--- src/rtl/calc_pkg.sv ---
// ============================================================================
// Module  : calc_pkg
// Purpose : Shared definitions for the calculator sequencer: FSM state
//           encoding, display-source codes, default op count and small
//           helpers mapping a state to its registered output values.
// Ports   : none (package)
// Options : CALC_TIMEOUT_EN (used by calc_seq_ctrl; ERROR state only
//           reachable when defined)
// Rev     : 1.0  initial release
// ============================================================================
`default_nettype none

package calc_pkg;

  typedef enum logic [2:0] {
    IDLE       = 3'd0,
    OP_SEL     = 3'd1,
    CONV_START = 3'd2,
    CONV_WAIT  = 3'd3,
    RESULT     = 3'd4,
    ERROR      = 3'd5
  } state_t;

  localparam logic [1:0] DISP_ZEROS = 2'd0;
  localparam logic [1:0] DISP_OP    = 2'd1;
  localparam logic [1:0] DISP_RES   = 2'd2;
  localparam logic [1:0] DISP_ERR   = 2'd3;

  localparam int DEFAULT_NUM_OPS = 8;

  // Display source shown while sitting in a given state.
  function automatic logic [1:0] disp_for(state_t s);
    case (s)
      OP_SEL, CONV_START, CONV_WAIT: disp_for = DISP_OP;
      RESULT:                        disp_for = DISP_RES;
      ERROR:                         disp_for = DISP_ERR;
      default:                       disp_for = DISP_ZEROS;
    endcase
  endfunction

  // Busy covers the whole conversion handshake.
  function automatic logic busy_for(state_t s);
    busy_for = (s == CONV_START) || (s == CONV_WAIT);
  endfunction

endpackage

`default_nettype wire

--- src/rtl/calc_btn_edge.sv ---
// ============================================================================
// Module  : calc_btn_edge
// Purpose : Turns a debounced button level into a one-cycle press pulse.
//           The previous-level register is preloaded with the live level
//           during reset, so a button held through reset release never
//           produces a press.
// Ports   : clk   in  system clock
//           rst   in  synchronous active-low reset
//           lvl   in  debounced button level
//           press out combinational rising-edge pulse (lvl & ~prev)
// Rev     : 1.0  initial release
// ============================================================================
`default_nettype none

module calc_btn_edge (
  input  logic clk,
  input  logic rst,
  input  logic lvl,
  output logic press
);

  logic prev;

  // prev tracks lvl both in and out of reset; the reset branch is kept
  // explicit because the preload is what suppresses a held-through press.
  always_ff @(posedge clk) begin
    if (!rst) begin
      prev <= lvl;
    end else begin
      prev <= lvl;
    end
  end

  assign press = lvl & ~prev;

endmodule

`default_nettype wire

--- src/rtl/calc_seq_ctrl.sv ---
// ============================================================================
// Module  : calc_seq_ctrl
// Purpose : Calculator sequencer. Converts button levels into single-press
//           actions, steps op selection, runs the BCD converter start/rdy
//           handshake, latches the result and selects the display source.
// Ports   : clk        in  system clock
//           rst        in  synchronous active-low reset
//           up_lvl     in  debounced up level
//           down_lvl   in  debounced down level
//           enter_lvl  in  debounced enter level
//           back_lvl   in  debounced back level
//           conv_rdy   in  converter done, conv_bcd valid while high
//           conv_bcd   in  converter result [BCD_W]
//           op         out selected op [OP_W]
//           conv_start out one-cycle conversion request
//           result_bcd out latched result [BCD_W]
//           disp_sel   out 0 zeros, 1 op text, 2 result, 3 error
//           busy       out high in CONV_START and CONV_WAIT
// Options : CALC_TIMEOUT_EN - abort CONV_WAIT into ERROR after
//           TIMEOUT_CYCLES cycles without conv_rdy.
// Rev     : 1.0  initial release
// ============================================================================
`default_nettype none

module calc_seq_ctrl
  import calc_pkg::*;
#(
  parameter int NUM_OPS        = DEFAULT_NUM_OPS,
  parameter int OP_W           = 3,
  parameter int BCD_W          = 16,
  parameter int TIMEOUT_CYCLES = 1024
) (
  input  logic             clk,
  input  logic             rst,
  input  logic             up_lvl,
  input  logic             down_lvl,
  input  logic             enter_lvl,
  input  logic             back_lvl,
  input  logic             conv_rdy,
  input  logic [BCD_W-1:0] conv_bcd,
  output logic [OP_W-1:0]  op,
  output logic             conv_start,
  output logic [BCD_W-1:0] result_bcd,
  output logic [1:0]       disp_sel,
  output logic             busy
);

  localparam logic [OP_W-1:0] OP_MAX = OP_W'(NUM_OPS - 1);

  state_t state;

  logic up_p;
  logic down_p;
  logic enter_p;
  logic back_p;

  calc_btn_edge u_edge_up    (.clk(clk), .rst(rst), .lvl(up_lvl),    .press(up_p));
  calc_btn_edge u_edge_down  (.clk(clk), .rst(rst), .lvl(down_lvl),  .press(down_p));
  calc_btn_edge u_edge_enter (.clk(clk), .rst(rst), .lvl(enter_lvl), .press(enter_p));
  calc_btn_edge u_edge_back  (.clk(clk), .rst(rst), .lvl(back_lvl),  .press(back_p));

  // Wrapping op neighbours; a simultaneous up+down press cancels out.
  logic [OP_W-1:0] op_inc;
  logic [OP_W-1:0] op_dec;
  logic            step_up;
  logic            step_down;

  assign op_inc    = (op == OP_MAX) ? '0 : op + OP_W'(1);
  assign op_dec    = (op == '0) ? OP_MAX : op - OP_W'(1);
  assign step_up   = up_p & ~down_p;
  assign step_down = down_p & ~up_p;

`ifdef CALC_TIMEOUT_EN
  localparam int TMO_W = $clog2(TIMEOUT_CYCLES + 1);
  logic [TMO_W-1:0] tmo_cnt;
`endif

  // Outputs are written together with every state change so they always
  // describe the state being entered.
  always_ff @(posedge clk) begin
    if (!rst) begin
      state      <= IDLE;
      op         <= '0;
      result_bcd <= '0;
      conv_start <= 1'b0;
      busy       <= 1'b0;
      disp_sel   <= DISP_ZEROS;
`ifdef CALC_TIMEOUT_EN
      tmo_cnt    <= '0;
`endif
    end else begin
      conv_start <= 1'b0;
      case (state)
        IDLE: begin
          if (up_p | down_p) begin
            state    <= OP_SEL;
            op       <= '0;
            disp_sel <= disp_for(OP_SEL);
            busy     <= busy_for(OP_SEL);
          end else if (enter_p) begin
            state      <= CONV_START;
            conv_start <= 1'b1;
            disp_sel   <= disp_for(CONV_START);
            busy       <= busy_for(CONV_START);
          end
        end

        OP_SEL: begin
          if (enter_p) begin
            state      <= CONV_START;
            conv_start <= 1'b1;
            disp_sel   <= disp_for(CONV_START);
            busy       <= busy_for(CONV_START);
          end else if (back_p) begin
            state    <= IDLE;
            op       <= '0;
            disp_sel <= disp_for(IDLE);
            busy     <= busy_for(IDLE);
          end else if (step_up) begin
            op <= op_inc;
          end else if (step_down) begin
            op <= op_dec;
          end
        end

        // conv_rdy is deliberately not looked at here.
        CONV_START: begin
          state    <= CONV_WAIT;
          disp_sel <= disp_for(CONV_WAIT);
          busy     <= busy_for(CONV_WAIT);
`ifdef CALC_TIMEOUT_EN
          tmo_cnt  <= '0;
`endif
        end

        CONV_WAIT: begin
          if (conv_rdy) begin
            state      <= RESULT;
            result_bcd <= conv_bcd;
            disp_sel   <= disp_for(RESULT);
            busy       <= busy_for(RESULT);
`ifdef CALC_TIMEOUT_EN
          end else if (tmo_cnt == TMO_W'(TIMEOUT_CYCLES - 1)) begin
            state    <= ERROR;
            disp_sel <= disp_for(ERROR);
            busy     <= busy_for(ERROR);
          end else begin
            tmo_cnt <= tmo_cnt + TMO_W'(1);
`endif
          end
        end

        RESULT: begin
          if (enter_p) begin
            state      <= CONV_START;
            conv_start <= 1'b1;
            disp_sel   <= disp_for(CONV_START);
            busy       <= busy_for(CONV_START);
          end else if (up_p | down_p) begin
            state    <= OP_SEL;
            disp_sel <= disp_for(OP_SEL);
            busy     <= busy_for(OP_SEL);
          end else if (back_p) begin
            state      <= IDLE;
            op         <= '0;
            result_bcd <= '0;
            disp_sel   <= disp_for(IDLE);
            busy       <= busy_for(IDLE);
          end
        end

`ifdef CALC_TIMEOUT_EN
        ERROR: begin
          if (enter_p) begin
            state      <= CONV_START;
            conv_start <= 1'b1;
            disp_sel   <= disp_for(CONV_START);
            busy       <= busy_for(CONV_START);
          end else if (back_p) begin
            state    <= IDLE;
            op       <= '0;
            disp_sel <= disp_for(IDLE);
            busy     <= busy_for(IDLE);
          end
        end
`endif

        default: begin
          state      <= IDLE;
          op         <= '0;
          conv_start <= 1'b0;
          disp_sel   <= DISP_ZEROS;
          busy       <= 1'b0;
        end
      endcase
    end
  end

endmodule

`default_nettype wire

--- config.mk ---
export PLATFORM = sky130hd
export DESIGN_NAME = calc_seq_ctrl
export DESIGN_NICKNAME = d
export VERILOG_FILES = /design/src/rtl/calc_pkg.sv /design/src/rtl/calc_btn_edge.sv /design/src/rtl/calc_seq_ctrl.sv
export SDC_FILE = /design/constraint.sdc
export NUM_CORES = 1
export LEC_CHECK = 0
export BUFFER_PORTS_ARGS = -buffer_cell sky130_fd_sc_hd__buf_2
export CORE_MARGIN = 5
export CORE_UTILIZATION = 25
export CTS_BUF_LIST = sky130_fd_sc_hd__clkbuf_2 sky130_fd_sc_hd__clkbuf_4 sky130_fd_sc_hd__clkbuf_8
export CTS_CLUSTER_DIAMETER = 150
export DETAILED_ROUTE_END_ITERATION = 12
export REMOVE_ABC_BUFFERS = 1
export SKIP_LAST_GASP = 1
export SLEW_MARGIN = 25
export SYNTH_ARGS = -nofsm -noshare
export SYNTH_HDL_FRONTEND = slang
export SYNTH_HIERARCHICAL = 1
export SYNTH_SLANG_ARGS = --single-unit
--- constraint.sdc ---
create_clock -name clk -period 3.42 [get_ports clk]
set_clock_uncertainty 0.2 [all_clocks]
set_input_delay 0.513 -clock clk [delete_from_list [all_inputs] [get_ports clk]]
set_output_delay 0.513 -clock clk [all_outputs]
set_load 0.02 [all_outputs]
# Yosys cells after proc, flatten, opt, wreduce, memory -nomap -nowiden
# Index checks and enable logic that the tools add are counted.
# Widths: inputs -> output; s select.
[totals]
in_bits = 23
reg_bits = 30
word_cells = 90
out_inout_bits = 23
[op_classes]
muxes = 43
n_reduce_logical = 8
eq_ne = 13
n_addsub = 2
n_bitwise = 14
[op_table]
columns = ["operator", "count"]
rows = [
  ["$mux 16", 4],
  ["$mux 3", 17],
  ["$pmux 16 s2", 1],
  ["$pmux 3 s5", 1],
  ["$mux 2", 7],
  ["$ne 2x2->1 const B", 6],
  ["$pmux 3 s4", 1],
  ["$pmux 2 s5", 1],
  ["$mux 1", 9],
  ["$not 1->1", 7],
  ["$reduce_and 7->1", 1],
  ["$and 1x1->1", 6],
  ["$eq 3x2->1 const B", 2],
  ["$eq 3x3->1 const B", 2],
  ["$logic_not 3->1", 2],
  ["$pmux 1 s5", 1],
  ["$reduce_and 5->1", 1],
  ["$ne 4x4->1 const B", 1],
  ["$reduce_or 2->1", 2],
  ["$add 3x1->3 const B", 1],
  ["$eq 3x1->1 const B", 1],
  ["$ne 3x3->1 const B", 1],
  ["$sub 3x1->3 const B", 1],
  ["$pmux 1 s2", 1],
  ["other kinds (3)", 3],
]

# Logic depth before layout (Yosys ltp)
[logic_depth]
ltp_word = 9
ltp_mapped = 7

# Modules after synthesis
# Netlist, hierarchy kept.
[by_module_without_submodules]
columns = ["module", "area_per_inst_um2", "cells_per_inst", "n_inst"]
rows = [
  ["calc_seq_ctrl", 1385.1, 173, 1],
  ["calc_btn_edge", 33.8, 2, 4],
]

# Least setup slack after synthesis
# No wires, ideal clock.
[synth_timing]
path_type = "input to register"
start = "input enter_lvl"
end = "register result_bcd[10]"
t_arrival_ns = 1.770
cell_stages = 7
t_required_ns = 3.150
n_path_buf = 2
slack_ns = 1.380
path_cell_list = "nor2b_4 -> clkbuf_1 -> inv_1 -> a32oi_1 -> buf_2 -> nand2_1 -> a21boi_1"
[synth_via]
elab_chain_cells = 3
[synth_rtl]
columns = ["item", "line_no", "rtl"]
rows = [
  ["start: declaration", "calc_seq_ctrl.sv:37", "input logic enter_lvl,"],
  ["$and 1x1->1", "calc_btn_edge.sv:34", "assign press = lvl & ~prev;"],
  ["$ne 2x2->1 (no source line)", "--", ""],
  ["$reduce_and 5->1 (no source line)", "--", ""],
  ["end signal: assignment", "calc_seq_ctrl.sv:139", "result_bcd <= conv_bcd;"],
  ["end: declaration", "calc_seq_ctrl.sv:43", "output logic [BCD_W-1:0] result_bcd,"],
]
# Every way passes these cells.
# A chain may end at the register's enable or synchronous reset.

# Worst setup path after layout
[layout_timing]
start = "register state[2]"
end = "register result_bcd[1]"
[layout_via]
elab_chain_cells = 3
word_cells_on_any_way = 9
classes_between = "eq/ne (6); mux (1); reduce/logical (2)"
[layout_rtl]
columns = ["item", "line_no", "rtl"]
rows = [
  ["start: declaration", "calc_seq_ctrl.sv:50", "state_t state;"],
  ["start signal: assignment", "calc_seq_ctrl.sv:82", "state <= IDLE;"],
  ["start signal: assignment", "calc_seq_ctrl.sv:96", "state <= OP_SEL;"],
  ["start signal: assignment", "calc_seq_ctrl.sv:101", "state <= CONV_START;"],
  ["$eq 3x2->1 or $eq 3x3->1 (tied branches)", "calc_seq_ctrl.sv:93", "case (state)"],
  ["$ne 2x2->1 (no source line) or $reduce_bool 2->1 (tied branches)", "--", ""],
  ["$reduce_and 5->1 (no source line)", "--", ""],
]
# Parallel ways exist; a longest one is shown, timed or not.

==> results.toml <==
[status]
outcome = "finished, final reports clean"

[timing]
setup_violations = 0
relSlewSlack_pct = 57.8
setup_tns_ns = 0
fmax_ghz = 0.392
timing.final.crit_share_pct = 74.5
slew_viol_final = 0
rsz0062_at_grt = "false"
worst_pin_slew_ns = 0.633
period_needed_ns = 2.55
hold_viol = 0

[place]
place_congestion = 0.815
io_buffer_count = 45
dp_hpwl_mm = 2.77
post-place-cells = 291

[routing]
wl_mm = 3.82
drt-wirelength-per-cell_um = 12.8
viasPerCell = 4.65
dr.pass1.iters = 4
drtIter0Drc = 64
ant_nets = 0
drc = 0
num_vias = 1387

[clock_tree]
cts.path.max_buffers = 2
cts_tree = "done"
numCtsBuffers = 5
ctsHoldBuffers = 0
cts-resized-gates = 0
htreeDepth = 2
root_buffer = "clkbuf_8"
insertion_delay_ns = 0.28
cts_sinks = 30
post_cts_buffers = 0
clk_pin_slew_ns = 0.06

[job]
drv_cap = 0

[cells_and_area]
nFillCells = 630
drive_gt1_share_pct = 26.9
area_growth_pct = 22.7
n_antenna_cell = 0
final_cell_mix = "45 x buf_2, 30 x dfxtp_1, 25 x nand2_1"
layoutNonFillerInstCount = 298
final_nets = 250
mostFrequentLayoutCell = "buf_2"
utilization_pct = 31.5

[logic_synthesis]
synth_area_um2 = 1520
ys_warn_count = 6
yosysTopAreaCellShare_pct = 39.5
ys_seq_elements = 30
syn_avg_cell_area_um2 = 8.40
ys_types = 38
synth_top_area_cell = "dfxtp_1"
seq_area_frac_synth_pct = 39.5
synth_area_leaders = "dfxtp_1 40%, nand3_1 6.9%, nand2_1 6.2%"
syn-instance-count = 181

[setup_path]
crit_arrival_ns = 2.55
worstSetupEndpointType = "flip-flop"
worstSetupPathType = "reg -> reg"
cp_cell_sequence = "or3b_1 -> nor3_4 -> a32o_2 -> nand3_1 -> a21boi_0"
critPathBufInv = 0
required_ns = 3.42
crit_fanout = 18
cp_top_family = "simple AND/OR/NAND/NOR gates"
slowest_stage = "or3b_1"
critPathLaunchType = "flip-flop"
slowest_delay_ns = 0.68

[global_route]
grt_pass1_vias = 1308
track_usage_pct = 10.2
grt_pass1_wl_mm = 6.15
grt_max_degree = 29
grt_overflow = 0
antenna_found_initial = 0

[power_and_ir_drop]
leakagePower_nw = 0.773
p_per_area_nw_per_um2 = 428
vdd_drop_max_uv = 220

[floorplanning]
core.rowCount = 28
die_w_um = 88.0
die_area_um2 = 7740
start_util_pct = 25.7
ios = 46
core_um2 = 5920
die_h_um = 88.0

[hold_path]
hold_class = "in -> reg"
==> power by group <==
group / switching [W] / internal (W) / leakage [nW] / total [W]
logic: 0.0000813 / 0.0000606 / 0.485 / 0.000142
registers: 0.0000206 / 0.000366 / 0.244 / 0.000386
clock network: 0.000135 / 0.000136 / 0.0438 / 0.000271
==> registers in the layout, indices dropped and copies added (netlist names) <==
| register | count |
|---|---|
| u_edge_enter/prev | 1 |
| u_edge_back/prev | 1 |
| op | 3 |
| conv_start | 1 |
| busy | 1 |
| disp_sel | 2 |
| state | 3 |
| u_edge_down/prev | 1 |
| u_edge_up/prev | 1 |
| result_bcd | 16 |
==> per-layer routing <==
layer  up-vias  global-route usage, %  share of wire (%)
li1        720                      -                  -
met1       612                   13.1                 46
met2        49                   15.1                 42
met3         6                   4.42                 10
met4         0                   3.91                1.5
met5         -                      0                  0
==> cells in the mapped netlist <==
library cell	number
nor3b_1	1
nand4_1	1
a22oi_1	1
dfxtp_1	30
mux2i_1	3
a211oi_1	4
o22ai_1	1
a32o_2	1
a31o_2	1
o31ai_1	1
nand2_1	25
nand3_1	21
a32oi_1	2
xnor2_1	1
a21oi_1	9
nor2b_4	4
or3b_1	1
nand3b_1	1
ha_1	4
a21boi_0	7
buf_2	3
nor3_1	4
clkbuf_1	6
o211ai_1	1
inv_1	6
o21ai_0	8
and4_1	1
and3b_1	1
o32ai_1	1
nor3_4	1
a31oi_1	1
a21boi_1	10
nor2_1	9
and2_1	2
o2111ai_1	1
nand2b_1	2
buf_6	2
nor2b_1	3
==> path summary, 6_finish.rpt <==
kind,from,end,slack [ns],cells past startpoint
min,back_lvl,u_edge_back/prev$_DFF_P_,0.15,1
min reg2reg,result_bcd[10]$_SDFFE_PN0P_,result_bcd[10]$_SDFFE_PN0P_,0.25,2
max,state[2]$_SDFFE_PN0P_,result_bcd[1]$_SDFFE_PN0P_,0.87,5
max reg2reg,state[2]$_SDFFE_PN0P_,result_bcd[1]$_SDFFE_PN0P_,0.87,5
==> stage by stage <==
| stage | cell area [um2] | hold slack (ns) | setup WS, ns | total power, W |
|---|---|---|---|---|
| floorplan | 1460 | 0.329 | 1.18 | 0.000487 |
| detailed placement | 1790 | 0.245 | 0.876 | 0.000536 |
| global placement | 1790 | 0.235 | 0.917 | 0.000536 |
| global route | 1870 | 0.128 | 0.628 | 0.000850 |
| finish | 1870 | 0.147 | 0.872 | 0.000799 |
| CTS | 1870 | 0.138 | 0.878 | 0.000812 |
==> layout make-up <==
| cell class | count | area, um2 | area share [%] |
|---|---|---|---|
| multi-input cells | 134 | 837 | 44.9 |
| flip-flops and latches | 30 | 601 | 32.2 |
| repair buffers | 46 | 233 | 12.5 |
| well taps | 75 | 93.8 | 5.03 |
| clock buffers | 5 | 68.8 | 3.69 |
| inverters | 6 | 22.5 | 1.21 |
| clock inverters | 2 | 10.0 | 0.537 |
==> cells by family (layout without fill, tap and decap cells) <==
logic type | count (synthesis) | count (layout) | share of synthesized area (%)
xor+xnor | 1 | 1 | 0.576
flops | 30 | 30 | 39.5
compound gates | 49 | 49 | 21.9
fa+ha+maj | 4 | 4 | 3.29
buf+inv | 17 | 59 | 5.43
mux | 3 | 3 | 1.98
simple gates | 77 | 77 | 27.3
Power figures use the tool's default switching activity.
